`config.mk`:
```
export PLATFORM = sky130hd
export DESIGN_NAME = serial_sub_sequencer
export DESIGN_NICKNAME = d
export VERILOG_FILES = /design/src/rtl/serial_sub_sequencer.sv
export SDC_FILE = /design/constraint.sdc
export NUM_CORES = 1
export LEC_CHECK = 0
export CORE_MARGIN = 8
export CORE_UTILIZATION = 47
export DETAILED_ROUTE_END_ITERATION = 6
export PLACE_DENSITY_LB_ADDON = 0.15
export SYNTH_ARGS = -nofsm -noshare
export SYNTH_HDL_FRONTEND = slang
export SYNTH_SLANG_ARGS = --single-unit
```
`constraint.sdc`:
```
create_clock -name CLK -period 1.8 [get_ports CLK]
set_clock_uncertainty 0.1 [all_clocks]
set_input_delay 0.45 -clock CLK [delete_from_list [all_inputs] [get_ports CLK]]
set_output_delay 0.45 -clock CLK [all_outputs]
set_load 0.01 [all_outputs]
```
`src/rtl/serial_sub_sequencer.sv`:
```
// Sequencer and result capture for the bit-serial subtractor: load, WIDTH shifts, done.
// Optional macro SERIAL_SUB_ABORT_EN adds an Abort input that cancels an operation.
module serial_sub_sequencer #(
    parameter int WIDTH = 8,
    parameter int CNT_W = $clog2(WIDTH)
) (
    input  logic             CLK,
    input  logic             R,
    input  logic             St,
`ifdef SERIAL_SUB_ABORT_EN
    input  logic             Abort,
`endif
    input  logic             SerialD,
    input  logic             BorrowIn,
    input  logic             XMsb,
    input  logic             YMsb,
    output logic             LE,
    output logic             ShiftE,
    output logic             BR,
    output logic             PoutE,
    output logic             Busy,
    output logic             Done,
    output logic [CNT_W-1:0] BitCnt,
    output logic [WIDTH-1:0] Difference,
    output logic             Z,
    output logic             N,
    output logic             V
);

    // state | meaning
    // IDLE  | waiting for St
    // LOAD  | shift registers load, borrow flop cleared, operand MSBs latched
    // SHIFT | one difference bit per cycle, LSB first, WIDTH cycles
    // DONE  | result and flags valid, Done/PoutE pulse
    typedef enum logic [1:0] {IDLE, LOAD, SHIFT, DONE} state_t;

    localparam logic [CNT_W-1:0] LAST = CNT_W'(WIDTH - 1);

    state_t           state, state_nxt;
    logic [CNT_W-1:0] bit_cnt;
    logic [WIDTH-1:0] diff;
    logic [WIDTH-1:0] diff_nxt;
    logic             x_msb, y_msb;
    logic             z_q, n_q, v_q;
    logic             abort_hit;
    logic             last_bit;

`ifdef SERIAL_SUB_ABORT_EN
    logic [WIDTH-1:0] diff_shadow;
    assign abort_hit = Abort && (state == LOAD || state == SHIFT);
`else
    assign abort_hit = 1'b0;
`endif

    assign diff_nxt = {SerialD, diff[WIDTH-1:1]};
    assign last_bit = (bit_cnt == LAST);

    always_ff @(posedge CLK or posedge R) begin
        if (R) state <= IDLE;
        else   state <= state_nxt;
    end

    always_comb begin
        state_nxt = state;
        case (state)
            IDLE:  if (St) state_nxt = LOAD;
            LOAD:  state_nxt = SHIFT;
            SHIFT: if (last_bit) state_nxt = DONE;
            DONE:  state_nxt = St ? LOAD : IDLE;
            default: state_nxt = IDLE;
        endcase
        if (abort_hit) state_nxt = IDLE;
    end

    always_comb begin
        LE     = (state == LOAD);
        BR     = (state == LOAD);
        ShiftE = (state == SHIFT);
        Busy   = (state == LOAD) || (state == SHIFT);
        Done   = (state == DONE);
        PoutE  = (state == DONE);
    end

    // Flags are computed from the final shifted-in bit so they are valid in DONE.
    always_ff @(posedge CLK or posedge R) begin
        if (R) begin
            bit_cnt <= '0;
            diff    <= '0;
            x_msb   <= 1'b0;
            y_msb   <= 1'b0;
            z_q     <= 1'b0;
            n_q     <= 1'b0;
            v_q     <= 1'b0;
`ifdef SERIAL_SUB_ABORT_EN
            diff_shadow <= '0;
`endif
        end else if (abort_hit) begin
            bit_cnt <= '0;
`ifdef SERIAL_SUB_ABORT_EN
            diff    <= diff_shadow;
`endif
        end else begin
            case (state)
                IDLE, DONE: begin
                    if (St) begin
`ifdef SERIAL_SUB_ABORT_EN
                        diff_shadow <= diff;
`endif
                        diff    <= '0;
                        bit_cnt <= '0;
                    end
                end
                LOAD: begin
                    x_msb   <= XMsb;
                    y_msb   <= YMsb;
                    bit_cnt <= '0;
                end
                SHIFT: begin
                    diff <= diff_nxt;
                    if (last_bit) begin
                        bit_cnt <= '0;
                        z_q     <= (diff_nxt == '0);
                        n_q     <= BorrowIn;
                        v_q     <= (x_msb ^ y_msb) & (x_msb ^ SerialD);
                    end else begin
                        bit_cnt <= bit_cnt + CNT_W'(1);
                    end
                end
                default: ;
            endcase
        end
    end

    assign BitCnt     = bit_cnt;
    assign Difference = diff;
    assign Z          = z_q;
    assign N          = n_q;
    assign V          = v_q;

endmodule

```
==> reports/results.txt <==
largest delay contributor family on the critical path - simple AND/OR/NAND/NOR gates
switching power - 1.03 mW
switching share of total power - 0.383
share of layout cells above drive strength 1 - 0.384
crit path DAT - 1.88 ns
P_int - 1.66 mW
met2 Resource Use GR - 0.207
met3 usage - 0.0287
Post-route DRC - 0
Worst EP required - 1.91 ns
Initial Util - 0.506
cell count after synthesis - 91
Final ANT Viol Nets - 0
die width - 62.2 um
Leakage - 0.805 nW
vias in the first global route - 835
sequential cell area fraction in the yosys report - 0.449
area delta synth->final - 47.2%
hold buffer count at CTS - 0
Max-cap violations - 0
first-pass detailed-route iteration total - 4
most frequent cells in the layout - 22 x buf_4, 18 x dfrtp_1, 15 x clkdlybuf4s50_1, 10 x inv_1, 9 x mux2_2
Yosys warnings - 0
drt total wl - 2.58 mm
vias post-DR - 879
CTS tree - built
gpl congestion - 0.757
hpwl dp - 1.71 mm
Yosys cell types - 21
slew margin rel. - 0.761
total inserted antenna cells - 0
htree depth - 1
GRT busiest layer - met2
max-slew violations - 0
CP max stage cell - or4_1
Setup WS post-layout - 0.0374 ns
worst setup slack after placement - -0.0904 ns
Vias/cell - 5.33
Slowest Stage Delay on Critical Path - 0.49 ns
WHS - 0.365 ns
unrepaired setup endpoints after global routing - true
Tcrit/Tclk final - 0.979
number of fill cells in the layout - 142
Syn Area/Cell - 11.0 um^2
met1 Usage GRT - 0.138
Register-to-Register Path Depth - 6
Clock Power Share - 0.074
drt wl/cell - 15.6 um
most numerous cell on the critical path - buf_4
global route total overflow - 0
final hold vios - 0
sequential fraction of design power - 0.243
commonest non-fill, non-tap cell in the layout - buf_4
Reg-to-Reg Start - state[1]
DRT iter0 DRCs - 78
total track usage - 0.120
area leader, netlist - dfrtp_1
Critical Path Sink Type - flip-flop
Boundary Pins - 27
startpoint types - flip-flop
r2r setup slk - 0.04 ns
Setup CP Type - flip-flop to flip-flop
power per cell area - 1830 mW/mm^2
outcome - finished clean
synthesis-stage register bit count - 18
setup TNS - 0 ns
full die area - 0.00387 mm^2
Critical Path Fanout Max - 6
first-pass GRT wire length - 3.87 mm
Core Region - 0.00198 mm^2
worst r2r dst - state[0]
synthesized cell area - 0.00100 mm^2
Combinational Power Share - 0.683
# port buffers - 26
Num CTS Buffers - 3
Clk Latency, worst-skew pair - 0.30 ns
Max clock buf depth - 2
syn_nets - 105
largest net degree at the start of global routing - 19
CTS clk-pin slew, worst paths - 0.10 ns
post-layout net count - 154
initial antenna violation count - 0
root buffer cell - clkbuf_4
Hold Crit Class - primary input to async pin
Worst-Margin Slew - 0.350 ns
row count - 16
Die Span Y - 62.2 um
CP Cell Sequence - buf_4 -> ha_4 -> buf_4 -> nor2b_4 -> or4_1 -> o21ai_0
# clock sinks - 18
Max Clk Rate - 0.567 GHz
CP bufs+invs - 2
min cycle time layout - 1.76 ns
final setup vio count - 0
post-synth top area share - 0.449
synth top area cells - dfrtp_1 45%, mux2_2 10%, ha_1 8.7%
VDD IR max - 997 uV
==> final cells by class <==
| class | count | area [um^2] | area share |
|---|---|---|---|
| Multi-Input combinational cell | 55 | 497 | 0.337 |
| Sequential cell | 18 | 450 | 0.305 |
| Timing Repair Buffer | 50 | 427 | 0.289 |
| Inverter | 12 | 45.0 | 0.0305 |
| Tap cell | 27 | 33.8 | 0.0229 |
| Clock buffer | 3 | 22.5 | 0.0153 |
==> cells by family (layout without fill, tap and decap cells) <==
group / after synthesis / after routing / synth area share
multiplexers: 12 / 12 / 0.142
buffers and inverters: 18 / 65 / 0.0899
flip-flops: 18 / 18 / 0.449
AND/OR/NAND/NOR: 19 / 19 / 0.102
AO/OA/AOI/OAI: 17 / 17 / 0.129
adder cells (fa/ha/maj): 7 / 7 / 0.0874
==> what timing repair did <==
item	CTS	global route
buffers inserted	7	5
gates cloned	0	1
setup endpoints to repair	20	16
resized for setup	29	14
pin swaps	3	3
==> metrics by stage <==
step	instances	util	instance area, um^2	total power [mW]
5_1_grt	165	0.744	1480	2.88
3_5_place_dp	149	0.673	1330	2.13
6_report	165	0.744	1480	2.70
3_3_place_gp	149	0.673	1330	2.09
4_1_cts	159	0.706	1400	2.41
2_1_floorplan	91	-	1000	1.53
==> worst reg2reg max path: cells and delay by family, from the launching register on <==
kind            cells  cell delay [ns]
simple gates        2             0.62
fa+ha+maj           1             0.16
flops               1             0.41
compound gates      1             0.09
buf+inv             2             0.31
==> metal layers <==
metal / wire length, um / up-vias / part of all wire
met1: 1120 / 421 / 0.43
met4: 19 / 0 / 0.0074
met3: 156 / 2 / 0.060
met2: 1290 / 34 / 0.50
li1: - / 422 / -
met5: 0 / - / 0
==> worst max-delay path by stage <==
stage	slack (ns)	to	depth (start not counted)	startpoint
final	0.04	state[0]	6	state[1]
after global routing	-0.02	Difference[0]	6	state[1]
after CTS	0.002	Busy	3	state[0]
after detailed placement	-0.09	Difference[0]	5	St
after global placement	-0.04	Difference[7]	5	St
after floorplan	0.08	Difference[6]	6	state[0]
==> power by group through the flow <==
stage	registers, mW	clock network, mW	logic (mW)
global placement	0.698	0	1.39
global route	0.668	0.224	1.99
floorplan	0.731	0	0.799
CTS	0.651	0.205	1.55
finish	0.657	0.199	1.84
detailed placement	0.709	0	1.43
==> cell usage after synthesis (all sizes together) <==
| master | count |
|---|---|
| or4 | 1 |
| nor3b | 1 |
| inv | 12 |
| buf | 4 |
| nor2 | 3 |
| a21oi | 1 |
| nand2 | 8 |
| nor2b | 3 |
| clkbuf | 2 |
| a222oi | 8 |
| and2 | 1 |
| o21ai | 7 |
| dfrtp | 18 |
| ha | 7 |
| nor4 | 2 |
| mux2 | 12 |
| a2111oi | 1 |
==> flip-flops by register name, summed over array words and instances, names as in the netlist <==
| name | cells |
|---|---|
| N | 1 |
| state | 2 |
| Difference | 8 |
| Z | 1 |
| V | 1 |
| x_msb | 1 |
| BitCnt | 3 |
| y_msb | 1 |
(Power assumes the default switching activity.)
